**config.mk**
```make
export PLATFORM = sky130hd
export DESIGN_NAME = baton_tempo_controller
export DESIGN_NICKNAME = d
export VERILOG_FILES = /design/src/rtl/baton_tempo_controller.sv
export SDC_FILE = /design/constraint.sdc
export NUM_CORES = 1
export LEC_CHECK = 0
export ABC_CLOCK_PERIOD_IN_PS = 6900
export CORE_ASPECT_RATIO = 1.25
export CORE_UTILIZATION = 45
export DETAILED_ROUTE_END_ITERATION = 8
export GPL_TIMING_DRIVEN = 0
export PLACE_DENSITY = 0.63
export SLEW_MARGIN = 20
export SYNTH_ARGS = -nofsm -noshare
export SYNTH_HDL_FRONTEND = slang
export SYNTH_SLANG_ARGS = --single-unit
```
**constraint.sdc**
```tcl
create_clock -name clk_camera_in -period 6.9 [get_ports clk_camera_in]
set_input_delay 1.38 -clock clk_camera_in [delete_from_list [all_inputs] [get_ports clk_camera_in]]
set_output_delay 1.38 -clock clk_camera_in [all_outputs]
set_load 0.02 [all_outputs]
```
**src/rtl/baton_tempo_controller.sv**
```systemverilog
// ---------------------------------------------------------------------------
// baton_tempo_controller
//   Sequences the baton tracker and turns its raw direction-change flag into a
//   conducted tempo. A free-running sample counter issues measure strobes to
//   the tracker. Rising edges of the tracker's change flag become beats, with
//   a refractory hold-off that rejects noise re-triggers. The beat-to-beat
//   interval is timed, and the mean of the last four intervals is published
//   as the conducted period.
//
// Ports
//   clk_camera_in     in   single clock (camera domain)
//   rst_in            in   synchronous reset, active low (0 = reset)
//   enable_in         in   1 = run tracking, 0 = force IDLE
//   change_in         in   direction-change level from the baton tracker
//   measure_out       out  1-cycle strobe to the tracker measure input
//   beat_out          out  1-cycle pulse per accepted beat
//   period_out        out  mean of last 4 beat intervals, in cycles
//   period_valid_out  out  1 once 4 intervals are held since the last clear
//   tracking_out      out  1 while at least one beat has been seen (HOLDOFF/COUNT)
//   timeout_out       out  1-cycle pulse when the tempo is lost
// ---------------------------------------------------------------------------
module baton_tempo_controller #(
  parameter int SAMPLE_PERIOD = 1000,
  parameter int REFRACTORY    = 300000,
  parameter int TIMEOUT       = 4000000,
  parameter int PERIOD_W      = 23
) (
  input  logic                clk_camera_in,
  input  logic                rst_in,
  input  logic                enable_in,
  input  logic                change_in,
  output logic                measure_out,
  output logic                beat_out,
  output logic [PERIOD_W-1:0] period_out,
  output logic                period_valid_out,
  output logic                tracking_out,
  output logic                timeout_out
);

  localparam int SCTR_W = $clog2(SAMPLE_PERIOD);
  // The oldest of the four intervals is dropped on every push, so only the
  // three most recent ones need storage; the fourth is the live ictr value.
  localparam int HIST_KEEP = 3;

  localparam logic [SCTR_W-1:0]   SCTR_LAST = SCTR_W'(SAMPLE_PERIOD - 1);
  localparam logic [SCTR_W-1:0]   SCTR_ONE  = SCTR_W'(1);
  localparam logic [PERIOD_W-1:0] REF_LAST  = PERIOD_W'(REFRACTORY - 1);
  localparam logic [PERIOD_W-1:0] TIMEOUT_V = PERIOD_W'(TIMEOUT);
  localparam logic [PERIOD_W-1:0] ICTR_ONE  = PERIOD_W'(1);

  typedef enum logic [1:0] {
    IDLE       = 2'd0,
    WAIT_FIRST = 2'd1,
    HOLDOFF    = 2'd2,
    COUNT      = 2'd3
  } state_t;

  state_t              state_reg;
  logic [SCTR_W-1:0]   sctr_reg;
  logic                measure_reg;
  logic                change_q_reg;
  logic [PERIOD_W-1:0] ictr_reg;
  logic [PERIOD_W-1:0] hist_reg [HIST_KEEP];
  logic [2:0]          hist_cnt_reg;
  logic [PERIOD_W-1:0] period_reg;
  logic                period_valid_reg;
  logic                beat_reg;
  logic                timeout_reg;
  logic                tracking_reg;

  logic                event_w;
  logic [PERIOD_W+1:0] hist_ext [HIST_KEEP];
  logic [PERIOD_W+1:0] sum_next;
  logic [2:0]          hist_cnt_next;

  assign event_w = change_in & ~change_q_reg;

  // Zero-extend stored intervals so the 4-entry sum cannot overflow.
  generate
    for (genvar gi = 0; gi < HIST_KEEP; gi++) begin : g_hist_ext
      assign hist_ext[gi] = {2'b00, hist_reg[gi]};
    end
  endgenerate

  // Sum of the history as it will be after pushing the current interval.
  assign sum_next      = {2'b00, ictr_reg} + hist_ext[0] + hist_ext[1] + hist_ext[2];
  assign hist_cnt_next = (hist_cnt_reg == 3'd4) ? 3'd4 : hist_cnt_reg + 3'd1;

  // Sample counter: held at 0 in IDLE so the first strobe lands a full
  // SAMPLE_PERIOD after leaving IDLE.
  always_ff @(posedge clk_camera_in) begin
    if (!rst_in) begin
      sctr_reg     <= '0;
      measure_reg  <= 1'b0;
      change_q_reg <= 1'b0;
    end else begin
      change_q_reg <= change_in;
      if (state_reg == IDLE) begin
        sctr_reg    <= '0;
        measure_reg <= 1'b0;
      end else if (sctr_reg == SCTR_LAST) begin
        sctr_reg    <= '0;
        measure_reg <= 1'b1;
      end else begin
        sctr_reg    <= sctr_reg + SCTR_ONE;
        measure_reg <= 1'b0;
      end
    end
  end

  always_ff @(posedge clk_camera_in) begin
    if (!rst_in) begin
      state_reg        <= IDLE;
      ictr_reg         <= '0;
      hist_cnt_reg     <= '0;
      period_reg       <= '0;
      period_valid_reg <= 1'b0;
      beat_reg         <= 1'b0;
      timeout_reg      <= 1'b0;
      tracking_reg     <= 1'b0;
      for (int i = 0; i < HIST_KEEP; i++) hist_reg[i] <= '0;
    end else begin
      beat_reg    <= 1'b0;
      timeout_reg <= 1'b0;
      if (!enable_in) begin
        state_reg        <= IDLE;
        tracking_reg     <= 1'b0;
        ictr_reg         <= '0;
        hist_cnt_reg     <= '0;
        period_reg       <= '0;
        period_valid_reg <= 1'b0;
        for (int i = 0; i < HIST_KEEP; i++) hist_reg[i] <= '0;
      end else begin
        case (state_reg)
          IDLE: begin
            state_reg <= WAIT_FIRST;
          end
          WAIT_FIRST: begin
            // First beat only starts the interval timer; nothing is recorded.
            if (event_w) begin
              beat_reg     <= 1'b1;
              ictr_reg     <= ICTR_ONE;
              state_reg    <= HOLDOFF;
              tracking_reg <= 1'b1;
            end
          end
          HOLDOFF: begin
            ictr_reg <= ictr_reg + ICTR_ONE;
            if (ictr_reg == REF_LAST) state_reg <= COUNT;
          end
          COUNT: begin
            // An event on the timeout cycle still counts as a beat.
            if (event_w) begin
              beat_reg     <= 1'b1;
              hist_reg[0]  <= ictr_reg;
              for (int i = 1; i < HIST_KEEP; i++) hist_reg[i] <= hist_reg[i-1];
              hist_cnt_reg <= hist_cnt_next;
              if (hist_cnt_next == 3'd4) begin
                period_reg       <= sum_next[PERIOD_W+1:2];
                period_valid_reg <= 1'b1;
              end else begin
                period_reg       <= '0;
                period_valid_reg <= 1'b0;
              end
              ictr_reg  <= ICTR_ONE;
              state_reg <= HOLDOFF;
            end else if (ictr_reg == TIMEOUT_V) begin
              timeout_reg      <= 1'b1;
              hist_cnt_reg     <= '0;
              period_reg       <= '0;
              period_valid_reg <= 1'b0;
              for (int i = 0; i < HIST_KEEP; i++) hist_reg[i] <= '0;
              state_reg        <= WAIT_FIRST;
              tracking_reg     <= 1'b0;
            end else begin
              ictr_reg <= ictr_reg + ICTR_ONE;
            end
          end
          default: begin
            state_reg    <= IDLE;
            tracking_reg <= 1'b0;
          end
        endcase
      end
    end
  end

  assign measure_out      = measure_reg;
  assign beat_out         = beat_reg;
  assign period_out       = period_reg;
  assign period_valid_out = period_valid_reg;
  assign tracking_out     = tracking_reg;
  assign timeout_out      = timeout_reg;

endmodule
```
-- After elaboration in Yosys (flattened, before gate mapping)
Memories as Yosys holds them, arrays and structs flattened.
Index checks and enable logic that the tools add are counted.
- register bits after elaboration: 67
- input port bits: 4
- output and inout port bits: 28
- bits in writable memories: 69
- memories: 1
- word-level logic and storage cells: 103
- add/subtract/negate cells: 6
- reduce and logical (&&, ||, !) cells: 13
- mux-type cells: 46
- bitwise gates (word level): 12
- equal/unequal tests: 14
- memory list (name ; words ; bits a word ; read ports ; clocked after memory_dff ; wr ports ; line ; source):
    hist_reg ; 3 ; 23 ; 3 ; 0 ; 3 ; 63 ; logic [PERIOD_W-1:0] hist_reg [HIST_KEEP];
- operator list (kind ; number):
    $mux 23 ; 15
    $pmux 23 s3 ; 1
    $add 24x23->25 ; 1
    $add 25x23->25 ; 1
    $add 23x23->24 ; 1
    $add 23x1->23 const B ; 1
    $eq 23x19->1 const B ; 1
    $eq 23x22->1 const B ; 1
    $mux 1 ; 21
    $add 10x1->10 const B ; 1
    $eq 10x10->1 const B ; 1
    $mux 3 ; 3
    $or 1x1->1 ; 9
    $reduce_and 3->1 ; 3
    $mux 2 ; 4
    $ne 2x2->1 const B ; 4
    $pmux 2 s4 ; 1
    $eq 3x3->1 const B ; 2
    $ne 3x3->1 const B ; 2
    $eq 2x2->1 const B ; 2
    $reduce_and 2->1 ; 2
    $reduce_and 4->1 ; 1
    $reduce_bool 2->1 ; 2
    $reduce_or 2->1 ; 2
    8 further kinds ; 9

-- Depth between registers and ports, before layout
- word-level depth: 9
- depth in mapped cells: 13
- depth with buffers taken out: 13

-- Least setup slack after synthesis
No wires, ideal clock.
- path kind: input port to flip-flop
- start point: in change_in
- end point: mem hist_reg[0][0], enable pin
- data required time: 6.477 ns
- arrival: 3.194 ns
- slack: 3.283 ns
- setup time: 0.423 ns
- stages: 5
- path through: nand2b_1 > buf_6 > o31ai_1 > a21oi_2 > inv_1
- RTL lines (item ; line ; source):
    start, declared ; 31 ; input logic change_in,
    end, declared ; 63 ;

-- Final worst setup path
- start point: reg ictr_reg[2]
- end point: reg period_reg[17], in the netlist period_out[17]
- cells in the longest elaborated chain, start to end: 5
- elaborated cells between the ends (all ways): 8
- classes of those cells: add/sub: 3; eq/ne: 1; mux: 2; reduce/logical: 2
- ends and longest elaborated chain (item ; line ; source):
    start, declared ; 62 ; logic [PERIOD_W-1:0] ictr_reg;
    start signal, assigned ; 148 ; ictr_reg <= ictr_reg + ICTR_ONE;
    start signal, assigned ; 176 ; ictr_reg <= ictr_reg + ICTR_ONE;
    $add 23x23->24 ; 86 ; assign sum_next = {2'b00, ictr_reg} + hist_ext[0] + hist_ext[1] + hist_ext[2];
    $add 24x23->25 ; 86 ;
    $add 25x23->25 ; 86 ;
    $mux 23 ; 158 ; if (hist_cnt_next == 3'd4) begin
    $mux 23 ; 153 ; if (event_w) begin
    end signal, assigned ; 159 ; period_reg <= sum_next[PERIOD_W+1:2];
    end, declared ; 65 ; logic [PERIOD_W-1:0] period_reg;
Several ways; a longest one is shown, not always the timed one.
A chain may end at the register's enable or synchronous reset.

==> PnR_summary.wiki <==
{| class="wikitable"
! Metric !! Value
|-
| Post-synth top area share || 0.257
|-
| Fraction of the yosys area taken by sequential cells || 0.423
|-
| Core region area || between 0.015 and 0.02 mm2
|-
| Fraction of final layout cells with drive strength greater than 1 || 0.0658
|-
| Overall fraction of global-route tracks in use || 0.197
|-
| Avg Inst Size Synth || just under 10 um2
|-
| Gpl congestion || between 0.8 and 0.9
|-
| Data arrival time at the worst-slack endpoint || 4.16 ns
|-
| Vias per Instance || ~5.2
|-
| Post-synth top area cell || sky130_fd_sc_hd__edfxtp_1
|-
| Average routed wire per standard cell || ~15 um
|-
| H-tree level count || 4
|-
| Number of hold-slack violations in the final timing report || 0
|-
| Critical register-to-register path startpoint || ictr_reg[2]
|-
| Largest voltage drop on the vdd net || ~0.17 mV
|-
| Vias in the first global route || 5747
|-
| Final Hold Slack || 0.441 ns
|-
| Clock-pin slew reported for the worst setup and hold paths after clock tree synthesis || roughly 0.06 ns
|-
| Hold Crit Start || period_valid_out
|-
| Number of synthesized register bits || around 140
|-
| Power per cell area || around 220 mW/mm2
|-
| Post-Layout Cell Count || about 1100
|-
| CTS hold repair buffers || 0
|-
| Initial cell density of the core || 0.462
|-
| Number of gates resized after CTS || 0
|-
| # clock sinks || roughly 140
|-
| Setup bufs post-CTS || 0
|-
| Number of max-slew violations in the final report || 0
|-
| Cells after synthesis || between 800 and 900
|-
| Wirelength, routed || 16800 um
|-
| Clock tree from TritonCTS || done
|-
| R2R cell count || 11
|-
| Achievable clock frequency || between 200 and 300 MHz
|-
| Maximum number of pins on one net before global-route repair || 45
|-
| Count of TritonRoute iterations in the first routing pass || 6
|-
| Number of different library cells in the post-synthesis netlist || 67
|-
| Dpl hpwl || 13000 um
|-
| Full die area || between 0.015 and 0.02 mm2
|-
| Standby leakage power || 0.00343 uW
|-
| Flip-flop count of the largest register after layout || between 60 and 70
|-
| Dominant register cell in the synthesized netlist || sky130_fd_sc_hd__edfxtp_1
|-
| Antenna violations before repair || 0
|-
| Final Skew || around 0.0083 ns
|-
| Outcome || finished, final reports clean
|-
| Path type of the worst setup path || flop to flop
|-
| Hold Path Class || flop to flop
|-
| Share of the clock period used by the worst path || 0.556
|-
| Max Root-Sink Buffers || 2
|-
| Number of warnings printed during yosys synthesis || 0
|-
| Via count of the routed design || about 5900
|-
| Vertical extent of the die || 152 um
|-
| Max Fanout on Critical Path || 6
|-
| Worst Hold Endpoint || period_valid_out
|-
| Placed cell count || about 1100
|-
| Kind of start point of the critical path || flop
|-
| Slew at the pin closest to its max-slew limit || a little under 0.8 ns
|-
| Capturing element type of the critical path || flop
|-
| Post-Synthesis Net Count || 914
|-
| Synth async-reset ratio || 0
|-
| Required time at the worst-slack endpoint || about 7.2 ns
|-
| Final antenna-violating net count || 0
|-
| Number of buffers added by the clock tree synthesis step || 17
|-
| Clock latency of the later-clocked register in the worst-skew pair || between 0.4 and 0.5 ns
|-
| Grt ovf || 0
|-
| Clock root cell || sky130_fd_sc_hd__clkbuf_16
|-
| Number of buffers added on ports || 31
|-
| Horizontal die dimension || roughly 120 um
|-
| Post-layout minimum cycle time || between 3 and 4 ns
|-
| Setup repair after global routing missed its margin || false
|-
| Layout overhead on the synthesized area || 14.9%
|-
| Worst slew slack as a fraction of its limit || 0.480
|-
| Final layout net count || approximately 970
|-
| Number of ports placed on the die boundary || 32
|-
| Crit Reg-Reg Endpoint || period_out[17]
|-
| Remaining routing DRC violations || 0
|-
| Final setup violation count || 0
|-
| Worst reg2reg setup slack || 3.06 ns
|-
| Initial drt markers || 350
|-
| Wire length of the first global-routing pass || approximately 28000 um
|-
| Number of flops mapped to enable cells by yosys || 69
|-
| Hold Crit Depth || 2
|-
| Number of cell rows || 54
|-
| Cell area after technology mapping || about 0.0081 mm2
|-
| Total of max-cap violations || 0
|-
| Top area cells in the synthesized netlist || sky130_fd_sc_hd__edfxtp_1 (26%), sky130_fd_sc_hd__dfxtp_1 (17%), sky130_fd_sc_hd__fa_1 (11%)
|-
| Number of inserted diodes || 0
|-
| Sum Neg Setup Slack || 0 ns
|}
## how the worst max path moves through the flow
stage | startpoint | endpoint | slack (ns) | depth (start not counted)
4_1_cts | ictr_reg[2] | period_out[17] | 3.05 | 11
6_report | ictr_reg[2] | period_out[17] | 3.06 | 11
2_1_floorplan | change_in | hist_reg[0][0] | 3.28 | 5
3_5_place_dp | ictr_reg[2] | period_out[17] | 3.06 | 11
3_3_place_gp | change_in | hist_reg[0][26] | 2.03 | 6
5_1_grt | ictr_reg[2] | period_out[17] | 2.95 | 11
## cells in the final DEF, fill, tap and decap left out, drive strengths merged, types with 21 or more instances in the layout
cell type,instances
dfxtp,67
o21ai,40
ha,31
nor3,21
a21oi,43
nor2,55
nand3,23
xnor2,29
clkbuf,47
fa,46
nand2,56
inv,143
clkdlybuf4s50,31
nor4,68
edfxtp,69
## routing by layer
metal  wire length [um]  vias up  share of wire  track usage
met2               8620       94           0.51        0.355
met1               7420     2765           0.44        0.229
li1                   -     2978              -            -
met4                301        0          0.018       0.0790
met5                  0        -              0            0
met3                458       22          0.027       0.0359
## cell usage after synthesis, drive strengths merged, types with 4 or more instances
library cell / instances
a21o: 5
nand2: 56
o21ai: 40
nor4: 68
or3: 6
and2: 6
dfxtp: 67
nor3: 21
o21a: 5
o211ai: 7
xnor2: 29
edfxtp: 69
buf: 10
inv: 140
mux2i: 4
nand4: 12
and3: 4
clkbuf: 27
ha: 31
nand3: 23
xor2: 11
a21oi: 43
nor2: 55
nand2b: 4
fa: 46
## where the power goes
part	internal, uW	leakage (uW)	total [uW]	switching, uW
sequential	866	0.00131	872	6.19
clock	558	0.000293	909	351
combinational	81.9	0.00183	238	156
total	1510	0.00343	2020	513
## critical path, stage by stage, from the launching register on
cell	delay (ns)
sky130_fd_sc_hd__dfxtp_1	0.43
sky130_fd_sc_hd__inv_1	0.16
sky130_fd_sc_hd__fa_1	0.54
sky130_fd_sc_hd__fa_1	0.51
sky130_fd_sc_hd__inv_1	0.07
sky130_fd_sc_hd__fa_1	0.48
sky130_fd_sc_hd__a211oi_1	0.28
sky130_fd_sc_hd__o21bai_1	0.17
sky130_fd_sc_hd__o21ai_1	0.31
sky130_fd_sc_hd__a21oi_1	0.21
sky130_fd_sc_hd__or3_1	0.34
sky130_fd_sc_hd__a32o_1	0.24
## final cells by class
type                            instances  area, um2
Buffer                                 37        154
Clock buffer                           20        467
Clock inverter                         12        121
Fill cell                            1569       8220
Inverter                              140        528
Multi-Input combinational cell        520       3990
Sequential cell                       136       3410
Tap cell                              224        280
Timing Repair Buffer                   32        330
## logic make-up after synthesis
| family | share of synthesized area |
|---|---|
| adders and majority gates | 0.162 |
| buffers and inverters | 0.0841 |
| DFF | 0.423 |
| xor gates and xnor gates | 0.0434 |
| and+or+nand+nor | 0.178 |
| muxes | 0.00496 |
| AOI/OAI and AO/OA | 0.105 |
## per-stage QoR
stage               power (uW)  area, um2  setup WS (ns)   util
floorplan                 1070       8080           3.28      -
global route              2100       9280           2.95  0.530
CTS                       2040       9280           3.05  0.530
finish                    2020       9280           3.06  0.530
global placement          1120       8670           2.03  0.495
detailed placement        1130       8690           3.06  0.497
No activity file was read; power rests on OpenSTA's default activity.
